**config.mk**
```make
export PLATFORM = sky130hd
export DESIGN_NAME = cbm2_mem_arbiter_flat
export DESIGN_NICKNAME = d
export VERILOG_FILES = /design/src/rtl/cbm2_mem_arbiter_pkg.sv /design/src/rtl/cbm2_mem_arbiter_if.sv /design/src/rtl/cbm2_req_latch.sv /design/src/rtl/cbm2_mem_arbiter.sv /design/src/flat_wrapper.sv
export SDC_FILE = /design/constraint.sdc
export NUM_CORES = 1
export LEC_CHECK = 0
export ABC_CLOCK_PERIOD_IN_PS = 2200
export BUFFER_PORTS_ARGS = -buffer_cell sky130_fd_sc_hd__buf_2
export CAP_MARGIN = 20
export CORE_MARGIN = 2
export CORE_UTILIZATION = 53
export CTS_CLUSTER_DIAMETER = 60
export DETAILED_ROUTE_END_ITERATION = 8
export PLACE_DENSITY = 0.78
export RECOVER_POWER = 25
export SLEW_MARGIN = 20
export SYNTH_ARGS = -nofsm -noshare
export SYNTH_HDL_FRONTEND = slang
export SYNTH_SLANG_ARGS = --single-unit
```
**constraint.sdc**
```tcl
create_clock -name clk_sys -period 2.2 [get_ports clk_sys]
set_clock_uncertainty 0.15 [all_clocks]
set_input_delay 0.22 -clock clk_sys [delete_from_list [all_inputs] [get_ports clk_sys]]
set_output_delay 0.22 -clock clk_sys [all_outputs]
set_load 0.01 [all_outputs]
```
**src/rtl/cbm2_mem_arbiter_pkg.sv**
```systemverilog
// cbm2_pkg: shared request ids, arbiter FSM states and the read data returned on timeout
package cbm2_pkg;
  typedef enum logic [1:0] {REQ_VID, REQ_CPU, REQ_LDR} req_id_t;
  typedef enum logic [1:0] {ST_IDLE, ST_BUSY, ST_DONE} arb_state_t;
  localparam logic [7:0] TIMEOUT_DATA = 8'hFF;
endpackage

```
**src/rtl/cbm2_mem_arbiter_if.sv**
```systemverilog
// cbm2_mem_arbiter_if: external memory port (master drives mem_req/addr/we/wdata, slave returns mem_ack/mem_rdata)
interface cbm2_mem_arbiter_if #(parameter int ADDR_W = 25);
  logic              mem_req;
  logic [ADDR_W-1:0] mem_addr;
  logic              mem_we;
  logic [7:0]        mem_wdata;
  logic              mem_ack;
  logic [7:0]        mem_rdata;
  modport master(output mem_req, mem_addr, mem_we, mem_wdata, input mem_ack, mem_rdata);
  modport slave(input mem_req, mem_addr, mem_we, mem_wdata, output mem_ack, mem_rdata);
endinterface

```
**src/rtl/cbm2_req_latch.sv**
```systemverilog
// cbm2_req_latch: one-deep request latch (strobe req/addr_in/we_in/wdata_in, clear clr) -> pending + held request, sticky overrun
module cbm2_req_latch #(
  parameter int ADDR_W = 25
) (
  input  logic              clk_sys,
  input  logic              reset_n,
  input  logic              req,
  input  logic [ADDR_W-1:0] addr_in,
  input  logic              we_in,
  input  logic [7:0]        wdata_in,
  input  logic              clr,
  output logic              pending,
  output logic [ADDR_W-1:0] addr,
  output logic              we,
  output logic [7:0]        wdata,
  output logic              overrun
);
  logic held;
  assign held = pending & ~clr;
  always_ff @(posedge clk_sys or negedge reset_n) begin
    if (!reset_n) begin
      pending <= 1'b0;
      addr    <= '0;
      we      <= 1'b0;
      wdata   <= '0;
      overrun <= 1'b0;
    end else begin
      if (req && !held) begin
        pending <= 1'b1;
        addr    <= addr_in;
        we      <= we_in;
        wdata   <= wdata_in;
      end else if (clr) pending <= 1'b0;
      if (req && held) overrun <= 1'b1;
    end
  end
endmodule

```
**src/rtl/cbm2_mem_arbiter.sv**
```systemverilog
// cbm2_mem_arbiter: shares one memory port (mem) among vid/cpu/ldr requesters with per-requester ack/rdata, sticky err_timeout/err_overrun
module cbm2_mem_arbiter
  import cbm2_pkg::*;
#(
  parameter int ADDR_W       = 25,
  parameter int STARVE_LIMIT = 4,
  parameter int TIMEOUT      = 64
) (
  input  logic              clk_sys,
  input  logic              reset_n,
  input  logic              vid_req,
  input  logic              cpu_req,
  input  logic              ldr_req,
  input  logic [ADDR_W-1:0] vid_addr,
  input  logic [ADDR_W-1:0] cpu_addr,
  input  logic [ADDR_W-1:0] ldr_addr,
  input  logic              cpu_we,
  input  logic              ldr_we,
  input  logic [7:0]        cpu_wdata,
  input  logic [7:0]        ldr_wdata,
  output logic              vid_ack,
  output logic              cpu_ack,
  output logic              ldr_ack,
  output logic [7:0]        vid_rdata,
  output logic [7:0]        cpu_rdata,
  output logic [7:0]        ldr_rdata,
  cbm2_mem_arbiter_if.master mem,
  output logic              err_timeout,
  output logic [2:0]        err_overrun
);
  localparam int TW = $clog2(TIMEOUT + 1);
  localparam int SW = $clog2(STARVE_LIMIT + 1);
  arb_state_t        state;
  req_id_t           grant, pick;
  logic [2:0]        pend, ack_q;
  logic [ADDR_W-1:0] v_addr, c_addr, l_addr, sel_addr;
  logic              v_we, c_we, l_we, sel_we;
  logic [7:0]        v_wd, c_wd, l_wd, sel_wd;
  logic [7:0]        rdata [3];
  logic [TW-1:0]     wait_cnt;
  logic [SW-1:0]     starve_cnt;
  logic              starved, timed_out;
  cbm2_req_latch #(.ADDR_W(ADDR_W)) u_vid (
    .clk_sys(clk_sys), .reset_n(reset_n), .req(vid_req), .addr_in(vid_addr), .we_in(1'b0),
    .wdata_in(8'h00), .clr(ack_q[0]), .pending(pend[0]), .addr(v_addr), .we(v_we), .wdata(v_wd),
    .overrun(err_overrun[0]));
  cbm2_req_latch #(.ADDR_W(ADDR_W)) u_cpu (
    .clk_sys(clk_sys), .reset_n(reset_n), .req(cpu_req), .addr_in(cpu_addr), .we_in(cpu_we),
    .wdata_in(cpu_wdata), .clr(ack_q[1]), .pending(pend[1]), .addr(c_addr), .we(c_we), .wdata(c_wd),
    .overrun(err_overrun[1]));
  cbm2_req_latch #(.ADDR_W(ADDR_W)) u_ldr (
    .clk_sys(clk_sys), .reset_n(reset_n), .req(ldr_req), .addr_in(ldr_addr), .we_in(ldr_we),
    .wdata_in(ldr_wdata), .clr(ack_q[2]), .pending(pend[2]), .addr(l_addr), .we(l_we), .wdata(l_wd),
    .overrun(err_overrun[2]));
  assign starved   = pend[2] && starve_cnt == SW'(STARVE_LIMIT);
  assign timed_out = wait_cnt == TW'(TIMEOUT - 1);
  always_comb begin
    pick     = pend[0] ? REQ_VID : (pend[1] && !starved) ? REQ_CPU : REQ_LDR;
    sel_addr = pick == REQ_VID ? v_addr : pick == REQ_CPU ? c_addr : l_addr;
    sel_we   = pick == REQ_VID ? v_we : pick == REQ_CPU ? c_we : l_we;
    sel_wd   = pick == REQ_VID ? v_wd : pick == REQ_CPU ? c_wd : l_wd;
  end
  assign {ldr_ack, cpu_ack, vid_ack} = ack_q;
  assign vid_rdata = rdata[0];
  assign cpu_rdata = rdata[1];
  assign ldr_rdata = rdata[2];
  always_ff @(posedge clk_sys or negedge reset_n) begin
    if (!reset_n) begin
      state         <= ST_IDLE;
      grant         <= REQ_VID;
      ack_q         <= '0;
      rdata         <= '{default: '0};
      wait_cnt      <= '0;
      starve_cnt    <= '0;
      err_timeout   <= 1'b0;
      mem.mem_req   <= 1'b0;
      mem.mem_addr  <= '0;
      mem.mem_we    <= 1'b0;
      mem.mem_wdata <= '0;
    end else begin
      ack_q <= '0;
      if (!pend[2]) starve_cnt <= '0;
      unique case (state)
        ST_IDLE: if (|pend) begin
          state         <= ST_BUSY;
          grant         <= pick;
          wait_cnt      <= '0;
          mem.mem_req   <= 1'b1;
          mem.mem_addr  <= sel_addr;
          mem.mem_we    <= sel_we;
          mem.mem_wdata <= sel_wd;
          if (pick == REQ_LDR) starve_cnt <= '0;
          else if (pick == REQ_CPU && pend[2] && !starved) starve_cnt <= starve_cnt + 1'b1;
        end
        ST_BUSY: begin
          wait_cnt <= wait_cnt + 1'b1;
          if (mem.mem_ack || timed_out) begin
            state       <= ST_DONE;
            mem.mem_req <= 1'b0;
            ack_q       <= 3'b001 << grant;
            if (!mem.mem_we) rdata[grant] <= mem.mem_ack ? mem.mem_rdata : TIMEOUT_DATA;
            if (!mem.mem_ack) err_timeout <= 1'b1;
          end
        end
        default: state <= ST_IDLE;
      endcase
    end
  end
endmodule
```
**src/flat_wrapper.sv**
```systemverilog
// flat-port wrapper written by rule: the top's interface ports become plain ports
module cbm2_mem_arbiter_flat import cbm2_pkg::*;
#(
  parameter int ADDR_W       = 25,
  parameter int STARVE_LIMIT = 4,
  parameter int TIMEOUT      = 64
)
  (clk_sys, reset_n, vid_req, cpu_req, ldr_req, vid_addr, cpu_addr, ldr_addr, cpu_we, ldr_we, cpu_wdata, ldr_wdata, vid_ack, cpu_ack, ldr_ack, vid_rdata, cpu_rdata, ldr_rdata, err_timeout, err_overrun, mem_mem_req, mem_mem_addr, mem_mem_we, mem_mem_wdata, mem_mem_ack, mem_mem_rdata);
  cbm2_mem_arbiter_if #(.ADDR_W(ADDR_W)) mem_i ();
  input  logic clk_sys;
  input  logic reset_n;
  input  logic vid_req;
  input  logic cpu_req;
  input  logic ldr_req;
  input  logic [ADDR_W-1:0] vid_addr;
  input  logic [ADDR_W-1:0] cpu_addr;
  input  logic [ADDR_W-1:0] ldr_addr;
  input  logic cpu_we;
  input  logic ldr_we;
  input  logic [7:0] cpu_wdata;
  input  logic [7:0] ldr_wdata;
  output logic vid_ack;
  output logic cpu_ack;
  output logic ldr_ack;
  output logic [7:0] vid_rdata;
  output logic [7:0] cpu_rdata;
  output logic [7:0] ldr_rdata;
  output logic err_timeout;
  output logic [2:0] err_overrun;
  output wire logic [$bits(mem_i.mem_req)-1:0] mem_mem_req;
  output wire logic [$bits(mem_i.mem_addr)-1:0] mem_mem_addr;
  output wire logic [$bits(mem_i.mem_we)-1:0] mem_mem_we;
  output wire logic [$bits(mem_i.mem_wdata)-1:0] mem_mem_wdata;
  input wire logic [$bits(mem_i.mem_ack)-1:0] mem_mem_ack;
  input wire logic [$bits(mem_i.mem_rdata)-1:0] mem_mem_rdata;
  assign mem_mem_req = mem_i.mem_req;
  assign mem_mem_addr = mem_i.mem_addr;
  assign mem_mem_we = mem_i.mem_we;
  assign mem_mem_wdata = mem_i.mem_wdata;
  assign mem_i.mem_ack = mem_mem_ack;
  assign mem_i.mem_rdata = mem_mem_rdata;
  cbm2_mem_arbiter #(.ADDR_W(ADDR_W), .STARVE_LIMIT(STARVE_LIMIT), .TIMEOUT(TIMEOUT)) u_core (.clk_sys(clk_sys), .reset_n(reset_n), .vid_req(vid_req), .cpu_req(cpu_req), .ldr_req(ldr_req), .vid_addr(vid_addr), .cpu_addr(cpu_addr), .ldr_addr(ldr_addr), .cpu_we(cpu_we), .ldr_we(ldr_we), .cpu_wdata(cpu_wdata), .ldr_wdata(ldr_wdata), .vid_ack(vid_ack), .cpu_ack(cpu_ack), .ldr_ack(ldr_ack), .vid_rdata(vid_rdata), .cpu_rdata(cpu_rdata), .ldr_rdata(ldr_rdata), .mem(mem_i), .err_timeout(err_timeout), .err_overrun(err_overrun));
endmodule
```
* Yosys cells after proc, flatten, opt, wreduce, memory -nomap -nowiden *
Cells that the tools add are included.

operators by class
  add/sub/neg operators = 2
  order comparisons = 2
  equality and inequality tests = 7
  shifts and indexed selects = 1
  mux-type cells = 33
  bitwise logic cells = 9
  reductions and logical operators = 29

operators by type and width
  cell                                                    number
  2-to-1 mux 25 bit                                       2
  2-to-1 mux 8 bit                                        4
  bitwise mux 24 bit                                      1
  2-to-1 mux 3 bit                                        7
  demux 8 bit (select 2 bit)                              1
  case mux 7 bit (2 select lines)                         1
  logical AND 1 bit                                       11
  2-to-1 mux 1 bit                                        10
  AND reduction 3 bit                                     3
  2-to-1 mux 2 bit                                        4
  nonzero test 2 bit                                      4
  adder 7 x 1 -> 7 bit (second input constant)            1
  equality test 7 x 6 -> 1 bit (second input constant)    1
  2-to-1 mux 7 bit                                        1
  AND reduction 2 bit                                     3
  inverter 1 bit                                          5
  equality test 2 x 1 -> 1 bit (second input constant)    2
  logical NOT 1 bit                                       4
  logical NOT 2 bit                                       2
  inequality test 2 x 1 -> 1 bit (second input constant)  2
  case mux 2 bit (2 select lines)                         1
  adder 3 x 1 -> 3 bit (second input constant)            1
  bitwise AND 1 bit                                       3
  equality test 3 bit (second input constant)             1
  other kinds (8)                                         8

word-level totals
  register bits after elaboration = 176
  bits of input ports = 107
  output and inout bits = 66

* Depth between registers and ports, before layout *
Gate-level depths: netlist of run 1.

  depth in word-level cells = 13
  mapped depth = 7
  gate-level depth less buffers = 5

* By module *
From an unflattened synthesis of run 1, not the netlist that was laid out.

second synthesis, totals
  cells, all modules = 565
  area total of the unflattened synthesis = 8129.0 µm²

modules (own cells, without submodules)
  module            instances  cells an instance  area an instance (µm²)  seq. area each (µm²)
  cbm2_req_latch    3          78                 1496.4                  900.9
  cbm2_mem_arbiter  1          331                3639.7                  1926.8

* Least setup slack after synthesis of run 1 *
OpenSTA, ideal clock, no wires.

  kind = register to register
  start point = reg u_core.wait_cnt[0]
  end point = reg u_core.rdata (netlist bit u_core.ldr_rdata[1])
  setup time = 138 ps
  arrival time = 1560 ps
  data required time = 1912 ps
  setup slack = 352 ps
  cell stages (with the launch flop) = 7
  path buffers = 2
  clock period less this slack = 1848 ps
  path through = dfrtp_1 > ha_1 > and4_1 > a21oi_1 > buf_2 > buf_1 > a211oi_1

between the ends
  word-level cells in the longest chain between the ends = 3

ends and longest elaborated chain
  element                               RTL line                 text
  start, declared                       cbm2_mem_arbiter.sv:40   logic [TW-1:0] wait_cnt;
  start signal, assigned                cbm2_mem_arbiter.sv:96   wait_cnt <= wait_cnt + 1'b1;
  equality test 7 x 6 -> 1 bit          cbm2_mem_arbiter.sv:56   assign timed_out = wait_cnt == TW'(TIMEOUT - 1);
  logical OR 1 bit                      cbm2_mem_arbiter.sv:97   if (mem.mem_ack || timed_out) begin
  AND reduction 3 bit (no source line)  --
  end signal, assigned by index         cbm2_mem_arbiter.sv:101  if (!mem.mem_we) rdata[grant] <= mem.mem_ack ? mem.mem_rdata : TIMEOUT_DATA;
  end, declared                         cbm2_mem_arbiter.sv:39   logic [7:0] rdata [3];

Every way passes these cells.
A chain may end at the register's enable or synchronous reset.

* Worst setup path after layout of run 1 *
  start point = reg u_core.starve_cnt[0]
  end point = reg u_core.mem.mem_addr[21]

between the ends
  word-level cells in the longest chain between the ends = 9

ends and longest elaborated chain
  element                           RTL line                  text
  start, declared                   cbm2_mem_arbiter.sv:41    logic [SW-1:0] starve_cnt;
  start signal, assigned            cbm2_mem_arbiter.sv:93    else if (pick == REQ_CPU && pend[2] && !starved) starve_cnt <= starve_cnt + 1'b1;
  equality test 3 bit *             cbm2_mem_arbiter.sv:55    assign starved = pend[2] && starve_cnt == SW'(STARVE_LIMIT);
  logical AND 1 bit *               cbm2_mem_arbiter.sv:55
  logical NOT 1 bit *               cbm2_mem_arbiter.sv:58    pick = pend[0] ? REQ_VID : (pend[1] && !starved) ? REQ_CPU : REQ_LDR;
  logical AND 1 bit *               cbm2_mem_arbiter.sv:58
  2-to-1 mux 2 bit * (2 in series)  cbm2_mem_arbiter.sv:58
  equality test 2 x 1 -> 1 bit      cbm2_mem_arbiter.sv:59    sel_addr = pick == REQ_VID ? v_addr : pick == REQ_CPU ? c_addr : l_addr;
  2-to-1 mux 25 bit                 cbm2_mem_arbiter.sv:59
  2-to-1 mux 25 bit *               cbm2_mem_arbiter.sv:59
  end signal, assigned              cbm2_mem_arbiter.sv:89    mem.mem_addr <= sel_addr;
  end, declared                     cbm2_mem_arbiter_if.sv:9  modport master(output mem_req, mem_addr, mem_we, mem_wdata, input mem_ack, mem_rdata);

Every way passes the cells marked *; elsewhere a longest branch is shown, timed or not.

==> results of run 1 <==
==> placed cells by master, fill, tap and decap left out, drive strengths merged, types with 2 or more instances in the layout <==
cell type / instances
nand4: 3
nor2: 6
clkinv: 7
a21oi: 66
dfrtp: 176
nor2b: 37
nor4b: 3
o21bai: 3
clkbuf: 21
mux2: 94
mux2i: 2
nand2: 11
nor4: 2
nor3: 25
dlygate4sd3: 97
a21boi: 2
bufinv: 3
a21o: 2
a211oi: 24
or2: 2
o21ai: 39
and3: 2
a32oi: 25
a31oi: 35
o21a: 2
ha: 3
diode: 2
inv: 33
a22o: 2
nand3: 12
buf: 194
nand2b: 11
==> layer usage <==
| metal | track usage | vias to the layer above | routed length [µm] |
|---|---|---|---|
| met5 | 0 | - | 0 |
| met4 | 0.122 | 0 | 539 |
| met3 | 0.0675 | 48 | 1700 |
| met2 | 0.511 | 343 | 11900 |
| met1 | 0.351 | 3337 | 8870 |
| li1 | - | 3015 | - |
==> final cells by class <==
cell class              count  area (µm²)  area share
repair buffers            292        2100       0.198
clock inverters            11         140      0.0132
flip-flops and latches    176        4410       0.416
multi-input cells         424        3160       0.298
diodes                      2        5.00    0.000472
well taps                 184         230      0.0217
clock buffers              20         447      0.0421
inverters                  33         124      0.0117
==> worst max-delay path: cells and delay by family, from the launching register on <==
kind | cells | cell delay (ns)
flops | 1 | 0.40
buf+inv | 2 | 0.36
simple gates | 1 | 0.23
compound gates | 2 | 0.40
fa+ha+maj | 1 | 0.21
==> power by group <==
group	internal, mW	switching [mW]
Combinational	2.34	2.86
Sequential	4.60	0.977
Clock	1.80	1.23
Total	8.74	5.07
==> logic make-up (layout without fill, tap and decap cells) <==
kind of cell             Yosys count  in the layout  synth area share
buffers and inverters             92            356            0.0510
adder cells (fa/ha/maj)            3              3           0.00472
AO/OA/AOI/OAI                    204            204             0.159
flip-flops                       176            176             0.554
XOR/XNOR                           1              1           0.00110
other                              0              2                 0
AND/OR/NAND/NOR                  120            120            0.0953
multiplexers                      96             96             0.136
==> sequential cells by signal (all words and copies together) (netlist names), 3 cells and up <==
signal,cells
u_core.ack_q,3
u_core.mem.mem_wdata,8
u_core.vid_rdata,8
u_core.u_cpu.addr,25
u_core.starve_cnt,3
u_core.wait_cnt,7
u_core.ldr_rdata,8
u_core.u_ldr.wdata,8
u_core.u_ldr.addr,25
u_core.u_cpu.wdata,8
u_core.mem.mem_addr,25
u_core.u_vid.addr,25
u_core.cpu_rdata,8
==> worst paths after layout <==
kind                                      start                       to
max                        u_core.starve_cnt[0]  u_core.mem.mem_addr[21]
min                            mem_mem_rdata[7]      u_core.ldr_rdata[7]
max reg2reg                u_core.starve_cnt[0]  u_core.mem.mem_addr[21]
min reg2reg                u_core.u_ldr.overrun     u_core.u_ldr.overrun
max in group asynchronous               reset_n    u_core.u_ldr.addr[21]
min in group asynchronous               reset_n    u_core.u_ldr.wdata[3]
==> synth_stat cells (all sizes together), types with 2 or more instances <==
cell | n | area (µm²)
mux2i | 2 | 20.0
a32oi | 25 | 219
buf | 32 | 179
nor3 | 25 | 180
a21o | 2 | 15.0
nand2 | 11 | 41.3
nor4b | 3 | 41.3
o21ai | 39 | 195
nand4 | 3 | 18.8
nor2 | 6 | 30.0
dfrtp | 176 | 4400
a21oi | 66 | 330
o21bai | 3 | 22.5
nor4 | 2 | 12.5
and3 | 2 | 12.5
clkbuf | 27 | 103
nor2b | 37 | 231
o21a | 2 | 15.0
a21boi | 2 | 15.0
mux2 | 94 | 1060
nand3 | 12 | 60.1
ha | 3 | 37.5
or2 | 2 | 12.5
nand2b | 11 | 68.8
a31oi | 35 | 219
a211oi | 24 | 180
inv | 33 | 124
a22o | 2 | 17.5
==> what timing repair did <==
action,4_1_cts,5_1_grt
buffers inserted,0,0
hold buffers,97,0
hold endpoints to repair,154,0
==> results.md, run 1 <==
* Status: finished, final reports clean
* H-tree depth at 4
* Detailed-route via count at 6743
* Final ANT Viol Nets at 0
* Fraction of layout cells with a size suffix above 1 at 0.353
* Initial Util at 0.545
* Critical path peak fanout at 32
* Total track usage at 0.293
* Setup tns final at 0 ns
* Post-route clock period utilization at 0.856
* Fmax at 531 MHz
* P per Cell Area at approximately 1300 nW/µm²
* Yosys reg bits at about 180
* Worst Reg-to-Reg Cells at 6
* VDD IR-drop max at 0.756 mV
* Core footprint at 14600 µm²
* Mapped Cells at approximately 700
* Fillers at a little under 1000
* Crit-path cells: inv_1, ha_1, nand3_1, buf_12, a32oi_1, a31oi_1
* RSZ-0062 raised after global routing: false
* Vias in the first global route at 7231
* CP arrival at 2.02 ns
* TritonCTS clock tree: done
* Max_cap viols at 0
* Drt total wl at around 23 mm
* Critical path's largest stage delay at roughly 0.40 ns
* Leak at about 4.8 nW
* First-pass GRT wire length at around 37 mm
* Register area share after synthesis at 0.554
* Tightest Pin Transition at approximately 0.91 ns
* Placer Congestion at 0.806
* Final WS setup at around 0.32 ns
* GR Overflow Total at 0
* Placement Setup Slack at between 0.3 and 0.4 ns
* WL/cell at 20.2 µm
* Async set-reset flop share out of synthesis at 1.00
* Final hold slack at 0.0138 ns
* Clock root buffer: clkbuf_16
* Final Setup Violations at 0
* Slowest stage cell, crit path: dfrtp_1
* P&R area growth vs syn at 33.3%
* Final Core Density at 0.727
* Initial antenna violation count at 2
* CP Class: reg -> reg
* Final Slew Violations at 0
* Total Power at roughly 14 mW
* Crit start category: flop
* Post-synth net total at between 800 and 900
* Die width at about 130 µm
* CP Data Required Time at ~2.3 ns
* Mean Syn Cell Area at between 10 and 15 µm²
* Post-Layout Cell Count at 1142
* Slew margin rel. at 0.392
* Hpwl dp at between 10 and 15 mm
* Fin. Hold Viols at 0
* PostCTS Resize Cnt at 0
* I/O Pins at around 170
* Cells after DPL at 1012
* Setup slack, reg-to-reg at approximately 0.32 ns
* Via/cell ratio at between 5 and 6
* Clock slew at reported path FFs at 0.06 ns
* Post-route cell area at 10600 µm²
* Die area at about 16000 µm²
* First-pass detailed-route iteration total at 4
* Worst Hold Path Cells at 3
* # rows at 44
* Post-synth cell types at between 40 and 50
* Syn Std Cell Area at around 8000 µm²
* Clock sink count at 176
* Post-synth EDFFs at 0
* Chip height at 127 µm
* Nets at between 1000 and 1500
* Synth warn at 0
* Final min period at 1.88 ns
* DRC violations left at 0
* Hold Path Class: in -> reg
* Starting DRT DRC Count at around 530
* Placed Instance Area at ~9000 µm²
* Clock Tree Buf Depth at 2
* Main synth FF type: dfrtp_1
* IO Port Bufs at about 170
* Largest net degree at the start of global routing at 59
* Num CTS Buffers at 17
* Crit end category: flop
* Worst-Skew Late Latency at 0.43 ns
No activity file was read; power rests on OpenSTA's default activity.
==> run 2: changes to the inputs <==
--- a/config.mk
+++ b/config.mk
@@ -5,6 +5,7 @@
 export SDC_FILE = /design/constraint.sdc
 export NUM_CORES = 1
 export LEC_CHECK = 0
+export ABC_AREA = 1
 export ABC_CLOCK_PERIOD_IN_PS = 2200
 export BUFFER_PORTS_ARGS = -buffer_cell sky130_fd_sc_hd__buf_2
 export CAP_MARGIN = 20
@@ -18,3 +19,4 @@
 export SYNTH_ARGS = -nofsm -noshare
 export SYNTH_HDL_FRONTEND = slang
 export SYNTH_SLANG_ARGS = --single-unit
+export TNS_END_PERCENT = 50
==> run 2 against run 1 <==
Effect of this change:
- clock power decreased by 2%
- sequential power shrank 4.1%
- total power shrank 7.9%
- first-iteration DRC count up 33%
- combinational power is 16% lower
==> results.md, run 2 <==
* Status: finished, final reports clean
* Post-route clock period utilization at 0.860 (+0.00376)
* Total track usage at 0.289 (-0.00429)
* CP Class: reg -> reg
* Hold Path Class: in -> async
* Die width at 125 µm (-0.93%)
* Reg2reg end: u_core.mem.mem_addr[17]
* Yosys top cell area share at 0.564 (+0.0107)
* Leak at 5.33 nW (+12%)
* # rows at 44 (unchanged)
* Core footprint at 14500 µm² (-0.75%)
* Largest area contributor in the synthesized netlist: dfrtp_1
* Chip height at 125 µm (-0.93%)
* Crit start category: flop
* Largest net degree at the start of global routing at 55 (-6.8%)
* Ranking of synthesized cells by area: dfrtp_1 56%, mux2_2 9.7%, nand2_1 6.9%
* Count leader, synth: dfrtp_1
* Die area at 15700 µm² (-1.8%)
* Final ANT Viol Nets at 0 (unchanged)
* Worst Setup EP: u_core.mem.mem_addr[17]
* Main synth FF type: dfrtp_1
* Mean Syn Cell Area at 10.1 µm² (-12%)
* GR Overflow Total at 0 (unchanged)
* Initial antenna violation count at 0 (-2)
* WL/cell at 17.7 µm (-12%)
* Slew margin rel. at 0.394 (+0.00190)
* Post-synth top cells: 176 x dfrtp_1, 144 x nand2_1, 91 x nand3_1
* Setup slack, reg-to-reg at 0.31 ns (about the same)
* Clock Tree Buf Depth at 2 (unchanged)
* I/O Pins at 173 (unchanged)
* Clock slew at reported path FFs at 0.07 ns (about the same)
* DRC violations left at 0 (unchanged)
* Num CTS Buffers at 17 (unchanged)
* Final Setup Violations at 0 (unchanged)
* Starting DRT DRC Count at 703 (+33%)
* Critical path peak fanout at 22 (-31%)
* TritonCTS clock tree: done
* Async set-reset flop share out of synthesis at 1.00 (unchanged)
* Nets at 1150 (+9.1%)
* Crit end category: flop
* Detailed-route via count at 6807 (+0.95%)
* Final min period at 1.89 ns (+0.00826 ns)
* IO Port Bufs at 172 (unchanged)
* Slowest stage cell, crit path: dfrtp_1
* P per Cell Area at 1230 nW/µm² (-5.5%)
* First-pass detailed-route iteration total at 7 (+3)
* Crit-path cells: inv_1, ha_1, nand3_4, nand2_2, buf_12, nand3_1, nand3_1, o21ai_1, inv_1
* CP Data Required Time at 2.42 ns (+0.08 ns)
* Drt total wl at 21.9 mm (-5.1%)
* Post-synth cell types at 37 (-23%)
* Critical path's largest stage delay at 0.41 ns (about the same)
* Syn Std Cell Area at 7800 µm² (-1.9%)
* Cells after DPL at 1101 (+8.8%)
* Fraction of layout cells with a size suffix above 1 at 0.296 (-0.0569)
* Via/cell ratio at 5.51 (-6.7%)
* Worst Setup SP: u_core.starve_cnt[0]
* First-pass GRT wire length at 35.6 mm (-3.9%)
* Tightest Pin Transition at 0.909 ns (-0.00285 ns)
* CP arrival at 2.11 ns (+0.09 ns)
* Max_cap viols at 0 (unchanged)
* # diodes at 0 (-2)
* Worst r2r src: u_core.starve_cnt[0]
* Commonest cells after routing, fill and taps aside: 176 x dfrtp_1, 171 x buf_2, 144 x nand2_1
* Clock root buffer: clkbuf_16
* Fin. Hold Viols at 0 (unchanged)
* Post-Layout Cell Count at 1236 (+8.2%)
* Critical path's top delay family: simple AND/OR/NAND/NOR gates
* Fillers at 1046 (+7.0%)
* Worst-Skew Late Latency at 0.43 ns (about the same)
* Hpwl dp at 12.6 mm (-8.6%)
* Final Slew Violations at 0 (unchanged)
* Worst Reg-to-Reg Cells at 9 (+3)
* Post-synth EDFFs at 0 (unchanged)
* CP bufs+invs at 3 (+1)
* Clock sink count at 176 (unchanged)
* VDD IR-drop max at 0.743 mV (-1.6%)
* RSZ-0062 raised after global routing: false
* Placer Congestion at 0.804 (-0.33%)
* Worst path depth at 9 (+3)
* Final hold slack at 0.147 ns (+0.133 ns)
* Most common cell after layout, fill and taps aside: dfrtp_1
* Fmax at 529 MHz (-0.44%)
* H-tree depth at 4 (unchanged)
* PostCTS Resize Cnt at 0 (unchanged)
* Post-synth net total at 880 (+9.7%)
* P&R area growth vs syn at 32.4%
* Mapped Cells at 770 (+11%)
* Yosys reg bits at 176 (unchanged)
* Synth warn at 0 (unchanged)
* Setup tns final at 0 ns (unchanged)
* Register area share after synthesis at 0.564 (+0.0107)
* Vias in the first global route at 7028 (-2.8%)
* Initial Util at 0.539 (-0.00631)
-- run 2: cell count changes after synthesis, moves of 26 or more --
cell / change
nor2b_1: -37
nand2_1: +133
nand4_1: +31
nand3_1: +79
mux2_2: -26
o21ai_1: +32
a21oi_1: -64
inv_1: +32
nor2_1: +40
a31oi_1: -33
-- run 2: routing by layer --
metal | global-route usage | wire, µm
met1 | 0.350 | 8270
met2 | 0.495 | 11200
met3 | 0.0646 | 1430
met4 | 0.131 | 936
met5 | 0 | 0
-- run 2: what timing repair did --
action / 4_1_cts / 5_1_grt
hold buffers: 104 / 0
buffers inserted: 0 / 0
hold endpoints to repair: 175 / 0
-- run 2: metrics by stage --
stage / setup slack [ns] / area (µm²) / util / power (mW)
after floorplan: 0.632 / 7800 / - / 8.08
after global placement: 0.437 / 8760 / 0.605 / 9.30
after detailed placement: 0.345 / 8760 / 0.605 / 9.47
after CTS: 0.335 / 10400 / 0.716 / 12.6
after global routing: 0.178 / 10300 / 0.714 / 13.5
final: 0.308 / 10300 / 0.714 / 12.7
-- run 2: worst reg2reg max path: stages, from the launching register on --
cell     delay, ns
dfrtp_1       0.41
inv_1         0.09
ha_1          0.23
nand3_4       0.11
nand2_2       0.24
buf_12        0.22
nand3_1       0.12
nand3_1       0.12
o21ai_1       0.08
inv_1         0.07
-- run 2: how the worst min path moves through the flow --
stage / to / startpoint / depth (start not counted) / slack [ns]
2_1_floorplan: u_core.ack_q[0] / reset_n / 0 / -0.23
3_3_place_gp: u_core.mem.mem_addr[21] / reset_n / 1 / 0.07
3_5_place_dp: u_core.mem.mem_addr[20] / reset_n / 1 / 0.07
4_1_cts: u_core.cpu_rdata[0] / mem_mem_ack / 4 / 0.13
5_1_grt: u_core.u_cpu.addr[18] / reset_n / 2 / 0.18
6_report: u_core.mem.mem_addr[21] / reset_n / 2 / 0.15
-- run 2: layout make-up --
type / instances / area [µm²] / area share
Inverter: 68 / 258 / 0.0249
Sequential cell: 176 / 4400 / 0.426
Clock inverter: 9 / 108 / 0.0104
Timing Repair Buffer: 298 / 2090 / 0.202
Clock buffer: 22 / 464 / 0.0449
Multi-Input combinational cell: 479 / 2780 / 0.269
Tap cell: 184 / 230 / 0.0223
-- run 2: power breakdown --
group	internal (mW)	switching, mW	leakage (nW)
Sequential	4.53	0.822	2.22
Clock	1.73	1.26	0.277
Combinational	1.80	2.58	2.83
Total	8.06	4.66	5.33
-- run 2: logic make-up (layout without fill, tap and decap cells) --
kind of cell,after synthesis,after routing,share of synthesized area
AND/OR/NAND/NOR,336,336,0.202
XOR/XNOR,2,2,0.00225
flip-flops,176,176,0.564
adder cells (fa/ha/maj),3,3,0.00481
buffers and inverters,115,397,0.0789
AO/OA/AOI/OAI,71,71,0.0505
multiplexers,67,67,0.0967
==> run 3: changes to the inputs <==
--- a/config.mk
+++ b/config.mk
@@ -7,13 +7,13 @@
 export LEC_CHECK = 0
 export ABC_AREA = 1
 export ABC_CLOCK_PERIOD_IN_PS = 2200
-export BUFFER_PORTS_ARGS = -buffer_cell sky130_fd_sc_hd__buf_2
 export CAP_MARGIN = 20
 export CORE_MARGIN = 2
 export CORE_UTILIZATION = 53
 export CTS_CLUSTER_DIAMETER = 60
 export DETAILED_ROUTE_END_ITERATION = 8
-export PLACE_DENSITY = 0.78
+export DONT_BUFFER_PORTS = 1
+export PLACE_DENSITY = 0.68
 export RECOVER_POWER = 25
 export SLEW_MARGIN = 20
 export SYNTH_ARGS = -nofsm -noshare
==> run 3 against run 2 <==
Effect of this change:
- the flow now finishes with violations (negative hold slack)
- via count down 11%
- combinational power decreased by 19%
- non-clock buffer count is 161 lower
- total power is 1.1% lower
- largest power group unchanged
==> results.md, run 3 (synthesis gave the netlist of run 2 again) <==
* DRC violations left at 0 (unchanged)
* Net Sw Power at 4.47 mW (-4.1%)
* First-pass GRT wire length at 32.5 mm (-8.8%)
* TritonCTS clock tree: done
* WL/cell at 18.3 µm (+3.7%)
* Total track usage at 0.263 (-0.0257)
* VDD IR-drop max at 0.952 mV (+28%)
* # diodes at 0 (unchanged)
* Clock slew at reported path FFs at 0.07 ns (about the same)
* Starting DRT DRC Count at 489 (-30%)
* Failing checks: negative hold slack
* Cells after DPL at 921 (-16%)
* Post-route clock period utilization at 0.912 (+0.0517)
* Clock sink count at 176 (unchanged)
* Placer Congestion at 0.835 (+3.9%)
* Total Power at 12.6 mW (-1.1%)
* Die area at 15700 µm² (unchanged)
* Status: finished, violations left
* IO Port Bufs at 0 (-100%)
* Via/cell ratio at 5.63 (+2.2%)
* Crit end category: flop
* Final hold slack at -0.666 ns (-0.812 ns)
* Detailed-route via count at 6054 (-11%)
* Nets at 989 (-14%)
* Post-CTS Setup Inserts at 0 (unchanged)
* Cts hold-fix bufs at 123 (+18%)
* Worst-Skew Late Latency at 0.43 ns (about the same)
* Crit start category: flop
* Critical path's top delay family: buffers and inverters
* Fraction of layout cells with a size suffix above 1 at 0.155 (-0.141)
* H-tree depth at 4 (unchanged)
* Clock Tree Buf Depth at 2 (unchanged)
* First-pass detailed-route iteration total at 7 (unchanged)
* Final ANT Viol Nets at 0 (unchanged)
* Int Pwr at 8.11 mW (+0.63%)
* # rows at 44 (unchanged)
* P&R area growth vs syn at 24.7%
* Chip height at 125 µm (unchanged)
* Critical path peak fanout at 16 (-27%)
* Final min period at 2.01 ns (+0.114 ns)
* Hpwl dp at 12.0 mm (-4.9%)
* Final Slew Violations at 0 (unchanged)
* Die width at 125 µm (unchanged)
* Post-Layout Cell Count at 1076 (-13%)
* Core footprint at 14500 µm² (unchanged)
* Max_cap viols at 0 (unchanged)
* Sequential power share at 0.451 (+0.030)
* Tightest Pin Transition at 0.516 ns (-0.394 ns)
* Fmax at 499 MHz (-5.7%)
* Drt total wl at 19.7 mm (-9.7%)
* Fin. Hold Viols at 176 (+176)
* Setup slack, reg-to-reg at 0.19 ns (-0.11 ns)
* Fillers at 1059 (+1.2%)
* Critical path's largest stage delay at 0.59 ns (+0.18 ns)
* Num CTS Buffers at 17 (unchanged)
* Worst Setup SP: u_core.ack_q[0]
* GR Overflow Total at 0 (unchanged)
* Initial antenna violation count at 0 (unchanged)
* I/O Pins at 173 (unchanged)
* Commonest cells after routing, fill and taps aside: 176 x dfrtp_1, 144 x nand2_1, 123 x dlygate4sd3_1
* Worst r2r src: u_core.ack_q[0]
* CP arrival at 2.17 ns (+0.06 ns)
* Switching share of power at 0.355 (-0.0110)
* Hold Path Class: in -> async
* P per Cell Area at 1290 nW/µm² (+5.0%)
* Clock power share at 0.268 (+0.033)
* CP Class: reg -> reg
* RSZ-0062 raised after global routing: false
* Final Setup Violations at 0 (unchanged)
* Slowest stage cell, crit path: dlygate4sd3_1
* Slew margin rel. at 0.655 (+0.261)
* Setup tns final at 0 ns (unchanged)
* Largest net degree at the start of global routing at 177 (+220%)
* CP bufs+invs at 2 (-1)
* CP Data Required Time at 2.37 ns (-0.05 ns)
* Most common cell after layout, fill and taps aside: dfrtp_1
* Leak at 4.68 nW (-12%)
* Crit-path cells: or2_4, buf_12, nand3_1, dlygate4sd3_1, nand2_1
* Clock root buffer: clkbuf_16
* Comb pwr share at 0.280 (-0.064)
* Vias in the first global route at 6302 (-10%)
* Initial Util at 0.539 (unchanged)
-- run 3: cell count changes in the layout (fill, tap and decap cells not counted), sizes merged --
cell         change
dlygate4sd3     +19
clkinv           -2
clkbuf           -8
inv              +3
bufinv           +3
clkinvlp         +1
buf            -176
-- run 3: worst register-to-register path, stage by stage (launching register included) --
cell	delay, ns
dfrtp_1	0.45
or2_4	0.37
buf_12	0.18
nand3_1	0.10
dlygate4sd3_1	0.59
nand2_1	0.06
-- run 3: timing repair --
item	in CTS	in global routing
resized for setup	0	2
hold endpoints to repair	299	176
setup endpoints to repair	0	12
-- run 3: worst paths after layout --
kind,to,depth (start not counted)
setup / recovery,u_core.u_vid.addr[19],5
hold / removal,u_core.u_vid.addr[12],0
setup reg to reg,u_core.u_vid.addr[19],5
hold reg to reg,u_core.u_vid.addr[11],2
max in group asynchronous,u_core.mem.mem_we,0
min in group clk_sys,u_core.err_timeout,2
-- run 3: routing by layer --
| metal | vias to the layer above | wire length [µm] | track usage |
|---|---|---|---|
| met5 | - | 0 | 0 |
| met4 | 0 | 437 | 0.0967 |
| met3 | 34 | 1480 | 0.0774 |
| met2 | 266 | 9890 | 0.440 |
| met1 | 2982 | 7930 | 0.327 |
| li1 | 2772 | - | - |
-- run 3: per-stage QoR --
step	hold WS, ns	cell area [µm²]	util	worst slack, ns
after floorplan	-0.226	7800	-	0.632
after global placement	-0.220	7830	0.541	0.372
after detailed placement	-0.220	7830	0.541	0.286
after CTS	-0.687	9730	0.672	0.0465
after global routing	-0.691	9730	0.672	0.0855
final	-0.666	9730	0.672	0.194
-- run 3: cell type report --
| cell class | instances | area [µm²] | share of cell area |
|---|---|---|---|
| clock buffer | 18 | 439 | 0.0451 |
| clock inverter | 14 | 225 | 0.0232 |
| inverter | 68 | 258 | 0.0265 |
| multi-input combinational | 479 | 2790 | 0.286 |
| sequential | 176 | 4400 | 0.453 |
| tap | 184 | 230 | 0.0237 |
| timing repair buffer | 137 | 1390 | 0.143 |
-- run 3: power by group through the flow --
stage / Sequential (mW) / Clock (mW) / Combinational, mW
5_1_grt: 5.82 / 3.60 / 3.97
3_5_place_dp: 5.68 / 0 / 3.26
3_3_place_gp: 5.64 / 0 / 3.12
2_1_floorplan: 5.37 / 0 / 2.72
4_1_cts: 5.64 / 3.45 / 3.49
6_report: 5.68 / 3.38 / 3.53
